==> src/rtl/if_id_queue.sv <==
// ----------------------------------------------------------------------------
// if_id_queue
//   Instruction queue between the fetch (IF) and decode (ID) stages. Fetched
//   {pc, instr} pairs are buffered in a small circular FIFO so the two stages
//   can stall independently. A flush (taken branch / jump) drops every queued
//   instruction in one cycle.
//
// Handshake: a transfer happens on a rising clk edge when valid and ready are
//   both 1 and flush is 0. ready never depends combinationally on valid
//   (if_ready only on occupancy), and the producer holds its payload stable
//   until the transfer happens.
//
// Ports
//   clk        in   rising-edge clock
//   reset      in   asynchronous active-low reset
//   if_valid   in   fetch presents an instruction
//   if_pc      in   [31:0] PC of the presented instruction
//   if_instr   in   [31:0] presented instruction word
//   if_ready   out  queue has room (count < DEPTH)
//   flush      in   discard all queued instructions
//   id_ready   in   decode accepts the head entry
//   id_valid   out  head entry is valid (count > 0)
//   id_pc      out  [31:0] PC of head entry, 0 when empty
//   id_instr   out  [31:0] instruction of head entry, NOP (0) when empty
//   count      out  [4:0] occupied entries, 0..DEPTH
//   stall_cnt  out  [15:0] saturating count of cycles with id_valid & !id_ready
// ----------------------------------------------------------------------------
module if_id_queue #(
  parameter int DEPTH = 4
) (
  input  logic        clk,
  input  logic        reset,
  input  logic        if_valid,
  input  logic [31:0] if_pc,
  input  logic [31:0] if_instr,
  output logic        if_ready,
  input  logic        flush,
  input  logic        id_ready,
  output logic        id_valid,
  output logic [31:0] id_pc,
  output logic [31:0] id_instr,
  output logic [4:0]  count,
  output logic [15:0] stall_cnt
);

  localparam int AW = (DEPTH > 1) ? $clog2(DEPTH) : 1;

  logic [31:0]   r_mem_pc    [DEPTH];
  logic [31:0]   r_mem_instr [DEPTH];
  logic [AW-1:0] r_head;
  logic [AW-1:0] r_tail;
  logic [4:0]    r_count;
  logic [15:0]   r_stall_cnt;

  logic          w_push;
  logic          w_pop;

  // Full/empty come from the occupancy counter, so the pointers can simply
  // wrap at DEPTH (a power of two) without an extra wrap bit.
  assign if_ready = (r_count < 5'(DEPTH));
  assign id_valid = (r_count != 5'd0);

  // Refusal of a push into a full queue holds even if a pop happens in the
  // same cycle: if_ready looks only at the current count.
  assign w_push = if_valid & if_ready & ~flush;
  assign w_pop  = id_valid & id_ready & ~flush;

  always_ff @(posedge clk or negedge reset) begin
    if (!reset) begin
      r_head      <= '0;
      r_tail      <= '0;
      r_count     <= 5'd0;
      r_stall_cnt <= 16'd0;
    end else begin
      if (flush) begin
        // Collapse the queue onto the tail; any push or pop this cycle is void.
        r_head  <= r_tail;
        r_count <= 5'd0;
      end else begin
        if (w_push) r_tail <= r_tail + AW'(1);
        if (w_pop)  r_head <= r_head + AW'(1);
        case ({w_push, w_pop})
          2'b10:   r_count <= r_count + 5'd1;
          2'b01:   r_count <= r_count - 5'd1;
          default: r_count <= r_count;
        endcase
      end

      // Flush does not clear the stall counter; it only suppresses counting.
      if (id_valid && !id_ready && !flush && (r_stall_cnt != 16'hFFFF))
        r_stall_cnt <= r_stall_cnt + 16'd1;
    end
  end

  // Entry storage carries no reset: it is only ever observed through the head
  // entry while count > 0, and every such entry was written by a push.
  always_ff @(posedge clk) begin
    if (w_push) begin
      r_mem_pc[r_tail]    <= if_pc;
      r_mem_instr[r_tail] <= if_instr;
    end
  end

  // Empty queue presents PC 0 and a NOP rather than stale storage.
  assign id_pc     = id_valid ? r_mem_pc[r_head]    : 32'h0000_0000;
  assign id_instr  = id_valid ? r_mem_instr[r_head] : 32'h0000_0000;
  assign count     = r_count;
  assign stall_cnt = r_stall_cnt;

endmodule

==> config.mk <==
export PLATFORM = sky130hd
export DESIGN_NAME = if_id_queue
export DESIGN_NICKNAME = d
export VERILOG_FILES = /design/src/rtl/if_id_queue.sv
export SDC_FILE = /design/constraint.sdc
export NUM_CORES = 1
export LEC_CHECK = 0
export ABC_AREA = 1
export CORE_MARGIN = 1
export CORE_UTILIZATION = 59
export CTS_CLUSTER_SIZE = 10
export DETAILED_ROUTE_END_ITERATION = 10
export GPL_ROUTABILITY_DRIVEN = 0
export HOLD_SLACK_MARGIN = 0.05
export PLACE_DENSITY = 0.85
export RECOVER_POWER = 100
export SYNTH_ARGS = -nofsm -noshare
export SYNTH_HDL_FRONTEND = slang
export SYNTH_SLANG_ARGS = --single-unit
==> constraint.sdc <==
create_clock -name clk -period 10.3 [get_ports clk]
set_clock_uncertainty 0.1 [all_clocks]
set_input_delay 2.06 -clock clk [delete_from_list [all_inputs] [get_ports clk]]
set_output_delay 2.06 -clock clk [all_outputs]
set_load 0.05 [all_outputs]
Word level (Yosys, flattened, before mapping)
Memories as Yosys holds them, arrays and structs flattened.
Cells that the tools add are included.
{"block": "totals", "out_inout_bits": 87, "register_bits": 25, "elab_cells": 37, "memories": 2, "ram_bits": 256}
{"name": "r_mem_instr", "depth": 4, "word_bits": 32, "rd": 1, "rd_ports_with_merged_regs": 0, "write_ports": 1, "line": "49", "source": "logic [31:0] r_mem_instr [DEPTH];"}
{"name": "r_mem_pc", "depth": 4, "word_bits": 32, "rd": 1, "rd_ports_with_merged_regs": 0, "write_ports": 1, "line": "48", "source": "logic [31:0] r_mem_pc [DEPTH];"}
{"block": "op_classes", "n_eq_ne": 3, "n_reduce_logical": 9, "muxes": 8, "n_bitwise": 5, "add_sub_neg": 5, "order_cmp": 1}
{"operator": "$mux 32", "count": 2}
{"operator": "$add 16x1->16 const B", "count": 1}
{"operator": "$ne 16x16->1 const B", "count": 1}
{"operator": "$pmux 5 s2", "count": 1}
{"operator": "$add 5x1->5 const B", "count": 1}
{"operator": "$lt 5x3->1 const B", "count": 1}
{"operator": "$mux 5", "count": 1}
{"operator": "$reduce_bool 5->1", "count": 1}
{"operator": "$sub 5x1->5 const B", "count": 1}
{"operator": "$add 2x1->2 const B", "count": 2}
{"operator": "$and 1x1->1", "count": 4}
{"operator": "$mux 2", "count": 2}
{"operator": "$logic_and 1x1->1", "count": 3}
{"operator": "$reduce_bool 3->1", "count": 1}
{"operator": "$eq 2x1->1 const B", "count": 1}
{"operator": "$eq 2x2->1 const B", "count": 1}
{"operator": "$logic_not 1->1", "count": 2}
{"operator": "$mux 1", "count": 2}
{"operator": "$reduce_and 2->1", "count": 1}
{"operator": "$reduce_bool 2->1", "count": 1}
{"operator": "$not 1->1", "count": 1}

Longest topological paths before layout
Gate-level depths: netlist of the first run.
{"block": "depth", "word_depth": 6, "ltp_mapped": 14}

Worst setup path before layout of the first run
Ideal clock, no wire load.
{"block": "synth_path", "kind": "input to register", "from": "input port if_valid", "to": "memory r_mem_instr[0][0] (enable)", "slack_ns": 4.567, "stages": 4, "required_time_ns": 9.714, "arrival_ns": 5.146, "n_path_buf": 0, "path_cell_list": "nand3_2 -> nor2_4 -> inv_1 -> nor2_1"}
{"block": "synth_via", "elab_chain_len": 4}
{"item": "start, declared", "line": "33", "source": "input logic if_valid,"}
{"item": "$and 1x1->1 (2 in series)", "line": "65", "source": "assign w_push = if_valid & if_ready & ~flush;"}
{"item": "$mux 1", "line": "98", "source": "if (w_push) begin"}
{"item": "$mux 1 (not written as such)", "line": "100", "source": "r_mem_instr[r_tail] <= if_instr;"}
{"item": "end, declared", "line": "49"}
Every way passes these cells.

Worst setup path after layout of the first run
{"block": "layout_path", "from": "input port flush", "to": "memory r_mem_pc[1][7] (enable)"}
{"block": "layout_via", "elab_chain_len": 4}
{"item": "start, declared", "line": "37", "source": "input logic flush,"}
{"item": "$not 1->1 (no source line)"}
{"item": "$and 1x1->1", "line": "65"}
{"item": "$mux 1", "line": "98"}
{"item": "$mux 1 (not written as such)", "line": "99", "source": "r_mem_pc[r_tail] <= if_pc;"}
{"item": "end, declared", "line": "48"}
Every way passes these cells.

==> results by group, run 1 <==
Run status
  – Status: complete, but fails checks
  – Failing checks: capacitance limit, slew limit

Detailed routing
  – Drt initial violations: 651
  – Post-Route WL: 24.2 mm
  – Via density: 5.61
  – DRC: 0
  – Vias post-DR: 7705
  – Routed Antenna Nets: 0
  – Drt first pass iters: 4
  – DR WL/cell: 17.6 µm

Floorplan
  – Die area: 19900 µm²
  – Core Footprint: 18800 µm²
  – Die width: 141 µm
  – Chip height: 141 µm
  – FP Rows: 50
  – Initial Util: 60.7%
  – Number of top-level pins: 156

Finish
  – Finished Cell Area: 14000 µm²
  – Filler cells: 1193
  – Share of cells above drive strength 1: 5.14%
  – Area growth syn-to-layout: 22.7%
  – Final Net Count: 1179

Power and ir drop
  – Pleak: 4.98 nW
  – Worst vdd ir: 0.266 mV
  – Power Density: 343 nW/µm²

Setup path
  – Cell chain of the critical path: dlygate4sd3_1 > nor2_1 > inv_1 > nor2_1 > clkbuf_1
  – Largest delay share family, worst path: simple AND/OR/NAND/NOR gates
  – Buffers & Inverters on Critical Path: 3
  – Critical Path Source Type: primary input
  – Worst-path fanout max: 33
  – CP arrival: 7290 ps
  – Crit-path slowest cell: nor2_1
  – Kind of critical path: primary input to flip-flop
  – Max incr delay on CP: 2330 ps
  – Crit-path most repeated cell: nor2_1
  – Critical Path RT: 10270 ps
  – Worst setup EP type: flip-flop

Clock tree
  – Clk Tree Root Cell: clkbuf_16
  – CTS Buf Count: 34
  – Post-CTS Hold Fix Bufs: 0
  – Post-CTS Setup Bufs: 0
  – TritonCTS clock tree: built
  – Cts repair resizes: 0
  – CTS clk-pin slew, worst paths: 50 ps
  – Clk_lat worst skew: 490 ps
  – CTS HTree Levels: 2
  – Max Root-Sink Buffers: 3
  – CTS Sinks: 281

Synthesis
  – Synth Area in Adders: 0.766%
  – Post-Synth Simple-Gate Area: 13.2%
  – Most frequent cells after synthesis: 273 x nor2_1, 256 x edfxtp_1, 135 x o21ai_0
  – Post-synthesis xor/xnor area fraction: 1.23%
  – Synth Area in Compound Gates: 9.22%
  – Cell count after synthesis: 953
  – Largest family of logic cells by synthesized area: simple AND/OR/NAND/NOR gates
  – Synthesized Nets: 1029
  – Count leader, synth: nor2_1
  – Synth async-reset ratio: 8.90%
  – Cell variety after synth: 35
  – Most used DFF post-synth: edfxtp_1
  – Synth top area share: 67.3%
  – Warnings from Yosys: 0
  – Netlist Area Pre-Place: 11400 µm²
  – Register bit total from synthesis: 281
  – Mux cell area share after synthesis: 0%
  – Mapped Avg Cell Area: 12.0 µm²
  – Synth area leaders: edfxtp_1 67%, nor2_1 9.0%, o21ai_0 5.9%, dfrtp_1 5.5%, a21oi_1 2.8%
  – Sequential area share after synthesis: 72.7%
  – Post-synth EDFFs: 256
  – Area leader, netlist: edfxtp_1

STA
  – RSZ-0062 raised after global routing: false
  – Final hold viol count: 0
  – Fin Setup TNS: 0 ps
  – Fmax: 0.136 GHz
  – Final worst path period share: 71.1%
  – Final Slew Violations: 266
  – Final min period: 7330 ps
  – Slew at the pin closest to its max-slew limit: 4080 ps
  – Max transition margin: -172%
  – Worst Slack Setup Final: 2970 ps
  – Final setup fails: 0

GRT
  – Initial antenna violation count: 5
  – Vias in the first global route: 7599
  – Largest net degree at the start of global routing: 86
  – All-Layer GR Usage: 25.0%
  – Total congestion overflow: 0
  – First-pass GRT wire length: 38.1 mm

Placement
  – DP HPWL: 13.5 mm
  – Port Buffer Count: 155
  – Placed inst area: 13200 µm²
  – Pre-CTS WS: 4700 ps

Run
  – # Max-Cap Violations: 7

Hold path
  – Hold Path Class: flip-flop to flip-flop
==> cell families (layout without fill, tap and decap cells) <==
family / count (synthesis) / after routing
AOI/OAI and AO/OA: 207 / 207
xor gates and xnor gates: 16 / 16
adders and majority gates: 7 / 7
buffers and inverters: 79 / 236
DFF: 281 / 281
other: 0 / 4
and+or+nand+nor: 363 / 363
==> metal layers <==
layer	up-vias	track usage, %	share of wire, %	routed length (µm)
li1	3624	-	-	-
met5	-	0	0.058	14
met4	2	9.95	2.6	624
met1	3743	31.2	40	9640
met3	50	4.31	5.7	1380
met2	286	43.5	52	12600
==> state kept, by name, indices dropped and copies added (netlist names) <==
register,cells
stall_cnt,16
r_mem_pc,128
r_tail,2
r_head,2
count,5
r_mem_instr,128
==> through the flow <==
stage	total power [W]	hold WS [ps]	utilization [%]	cells
2_1_floorplan	0.00315	394	-	953
3_3_place_gp	0.00389	418	70.1	1327
3_5_place_dp	0.00393	429	70.1	1327
4_1_cts	0.00495	434	75.0	1370
5_1_grt	0.00503	454	74.5	1373
6_report	0.00481	427	74.5	1374
==> final timing paths <==
check                      slack [ps]                      from  cells after the start                       end
min                               430  stall_cnt[5]$_DFFE_PN0P_                      1  stall_cnt[5]$_DFFE_PN0P_
max reg2reg                      4410      count[3]$_DFFE_PN0P_                      6  r_mem_pc[1][7]$_DFFE_PP_
max                              2970                     flush                      5  r_mem_pc[1][7]$_DFFE_PP_
min reg2reg                       430  stall_cnt[5]$_DFFE_PN0P_                      1  stall_cnt[5]$_DFFE_PN0P_
max in group asynchronous        6810                     reset                      2     r_head[0]$_DFFE_PN0P_
min in group asynchronous        2310                     reset                      2  stall_cnt[0]$_DFFE_PN0P_
==> layout make-up <==
class                   count  area [µm²]  area share (%)
clock inverters             3        21.3           0.152
clock buffers              40         895            6.38
repair buffers            165        1610            11.5
multi-input cells         593        2740            19.6
diodes                      4        10.0          0.0714
flip-flops and latches    281        8320            59.3
well taps                 260         325            2.32
inverters                  28         106           0.758
==> layout by cell type, fill, tap and decap left out, types with 5 or more instances in the layout <==
cell type / count
nor2_1: 277
edfxtp_1: 256
dlygate4sd3_1: 151
o21ai_0: 136
a21oi_1: 65
nand2_1: 49
clkbuf_16: 35
dfrtp_1: 23
inv_1: 22
nand3_1: 14
xor2_1: 11
clkbuf_1: 10
ha_1: 7
nand4_1: 6
nor3_1: 5
xnor2_1: 5
buf_4: 5
==> worst register-to-register path, cell delays in order (launching register included) <==
cell and delay (ps):
dfrtp_1 450, nor2_4 160, nand3_1 150, nor2_1 400, inv_1 220, nor2_1 2330
clkbuf_1 1640
==> where the power goes <==
part	total (W)	switching [W]	leakage (nW)	internal [W]
Sequential	0.00151	0.000119	2.63	0.00139
Combinational	0.00229	0.00168	1.90	0.000610
Clock	0.00101	0.000406	0.446	0.000606
Total	0.00481	0.00220	4.98	0.00261
No activity file was read; power rests on OpenSTA's default activity.
==> inputs of run 2 (changes only) <==
Settings changed: CORE_UTILIZATION 59 to 55, PLACE_DENSITY 0.85 to 0.8.
Clock period 10.3 ns to 7.27 ns, I/O delays scaled along.
==> run 2 against run 1 <==
The run still ends with capacitance limit, slew limit left. Count of clock-buffer cells in the layout stayed put. Sequential share of layout area down 0.079 points. Design area grew 0.13%. Setup slack worse by 1600 ps. Critical endpoint is now r_mem_pc[3][30]$_DFFE_PP_. Die area is 7.2% higher. Combinational power grew 43%. Flip-flop and latch count unchanged. Critical path type unchanged.
==> results by group, run 2 (synthesis results as in run 1) <==
Setup path
  – Critical Path RT: 7290 ps (-2980 ps)
  – Buffers & Inverters on Critical Path: 3 (unchanged)
  – Kind of critical path: primary input to flip-flop
  – Cell chain of the critical path: dlygate4sd3_1 > nand3_1 > nor2_1 > inv_1 > nor2_1 > clkbuf_2
  – Worst-path fanout max: 34 (+3.0%)
  – Crit-path most repeated cell: nor2_1
  – Max incr delay on CP: 2140 ps (-190 ps)
  – Crit-path slowest cell: nor2_1
  – Worst setup EP type: flip-flop
  – Largest delay share family, worst path: simple AND/OR/NAND/NOR gates
  – CP arrival: 5940 ps (-1350 ps)
  – Critical Path Source Type: primary input

GRT
  – Largest net degree at the start of global routing: 81 (-5.8%)
  – Met2 Use GR: 39.9% (-3.6 points)
  – GRT busiest layer: met2
  – Total congestion overflow: 0 (unchanged)
  – First-pass GRT wire length: 38.4 mm (+0.89%)
  – Met3 Use GR: 4.44% (+0.12 points)
  – Initial antenna violation count: 6 (+1)
  – GR Util met1: 29.1% (-2.1 points)
  – Vias in the first global route: 7548 (-0.67%)
  – All-Layer GR Usage: 23.1% (-1.9 points)

Finish
  – Most frequent cells in the layout: 279 x nor2_1, 256 x edfxtp_1, 151 x dlygate4sd3_1, 136 x o21ai_0, 65 x a21oi_1
  – Finished Cell Area: 14000 µm² (+0.13%)
  – Final Net Count: 1179 (unchanged)
  – Area growth syn-to-layout: 22.9%
  – Commonest non-fill, non-tap cell in the layout: nor2_1
  – Final Core Density: 69.2% (-5.3 points)
  – Share of cells above drive strength 1: 5.40% (+0.27 points)
  – Register area: 8320 µm² (unchanged)
  – Filler cells: 1403 (+18%)
  – Area of the multi-input gates: 2750 µm² (about the same)

Placement
  – DP HPWL: 13.9 mm (+2.6%)
  – Port Buffer Count: 155 (unchanged)
  – Placed inst area: 13200 µm² (about the same)

Floorplan
  – Number of top-level pins: 156 (unchanged)
  – Core Footprint: 20300 µm² (+7.8%)
  – Chip height: 146 µm (+3.5%)
  – FP Rows: 52 (+4.0%)
  – Die width: 146 µm (+3.5%)
  – Initial Util: 56.3% (-4.4 points)
  – Die area: 21400 µm² (+7.2%)

Clock tree
  – CTS HTree Levels: 2 (unchanged)
  – CTS Buf Count: 34 (unchanged)
  – Post-CTS Hold Fix Bufs: 0 (unchanged)
  – Clk_lat worst skew: 500 ps (about the same)
  – Clk Tree Root Cell: clkbuf_16
  – TritonCTS clock tree: built
  – Cts repair resizes: 0 (unchanged)
  – CTS Sinks: 281 (unchanged)
  – Max Root-Sink Buffers: 3 (unchanged)
  – Post-CTS Setup Bufs: 0 (unchanged)
  – CTS clk-pin slew, worst paths: 50 ps (about the same)

STA
  – Fmax: 0.169 GHz
  – RSZ-0062 raised after global routing: false
  – Fin Setup TNS: 0 ps (unchanged)
  – Final hold viol count: 0 (unchanged)
  – Final min period: 5920 ps
  – Final setup fails: 0 (unchanged)
  – Max transition margin: -94.1% (+78 points)
  – Final worst path period share: 81.5%
  – Slew at the pin closest to its max-slew limit: 2900 ps (-1180 ps)
  – Final Slew Violations: 191 (-28%)

Power and ir drop
  – Combinational Power Share: 48.3% (+0.8 points)
  – Sw Ratio: 45.9% (+0.12 points)
  – Worst vdd ir: 0.382 mV (+43%)
  – P_sw: 0.00312 W (+42%)
  – Internal power: 0.00368 W (+41%)
  – Flop pwr share: 30.7% (-0.7 points)
  – Clock Power Share: 21.0% (about the same)
  – Power Density: 484 nW/µm² (+41%)
  – Pleak: 4.99 nW (+0.26%)

Detailed routing
  – Drt initial violations: 498 (-24%)
  – Post-Route WL: 24.5 mm (+0.88%)
  – Drt first pass iters: 5 (+1)
  – Via density: 5.51 (-1.8%)
  – DR WL/cell: 17.6 µm (about the same)
  – Routed Antenna Nets: 0 (unchanged)
  – DRC: 0 (unchanged)
  – Vias post-DR: 7641 (-0.83%)

Run status
  – Status: complete, but fails checks
  – Failing checks: capacitance limit, slew limit

Run
  – # Max-Cap Violations: 5 (-2)

Hold path
  – Hold Path Class: flip-flop to flip-flop
## run 2: power groups by stage
| stage | clock (W) | sequential (W) | combinational, W |
|---|---|---|---|
| floorplan | 0 | 0.00217 | 0.00229 |
| global placement | 0 | 0.00211 | 0.00341 |
| detailed placement | 0 | 0.00212 | 0.00345 |
| CTS | 0.00145 | 0.00208 | 0.00347 |
| global route | 0.00151 | 0.00211 | 0.00349 |
| finish | 0.00143 | 0.00209 | 0.00328 |
## run 2: final timing paths
kind	from	to	slack, ps	depth (start not counted)
worst max register to register	count[3]$_DFFE_PN0P_	r_mem_pc[3][30]$_DFFE_PP_	2220	6
max in group asynchronous	reset	r_head[0]$_DFFE_PN0P_	4340	2
min in group asynchronous	reset	count[0]$_DFFE_PN0P_	1720	2
worst min register to register	stall_cnt[5]$_DFFE_PN0P_	stall_cnt[5]$_DFFE_PN0P_	420	1
worst max-delay path	if_valid	r_mem_pc[3][30]$_DFFE_PP_	1350	6
worst min-delay path	stall_cnt[5]$_DFFE_PN0P_	stall_cnt[5]$_DFFE_PN0P_	420	1
## run 2: per-layer routing
| metal | share of wire (%) | routed length (µm) |
|---|---|---|
| met1 | 40 | 9890 |
| met2 | 50 | 12300 |
| met3 | 6.2 | 1510 |
| met4 | 3.2 | 781 |
| met5 | 0 | 0 |
## run 2: layout make-up
| type | count | share of cell area (%) |
|---|---|---|
| clock buffers | 40 | 6.22 |
| diodes | 6 | 0.107 |
| flip-flops and latches | 281 | 59.2 |
| repair buffers | 165 | 11.4 |
| multi-input cells | 593 | 19.5 |
| clock inverters | 4 | 0.294 |
| inverters | 28 | 0.757 |
| well taps | 270 | 2.41 |
## run 2: per-stage QoR
stage	instances	hold slack [ps]	power, W	setup slack (ps)
floorplan	953	394	0.00446	2140
global placement	1337	426	0.00551	2520
detailed placement	1337	423	0.00557	2390
CTS	1381	428	0.00701	1870
global route	1385	452	0.00711	905
finish	1387	419	0.00680	1350
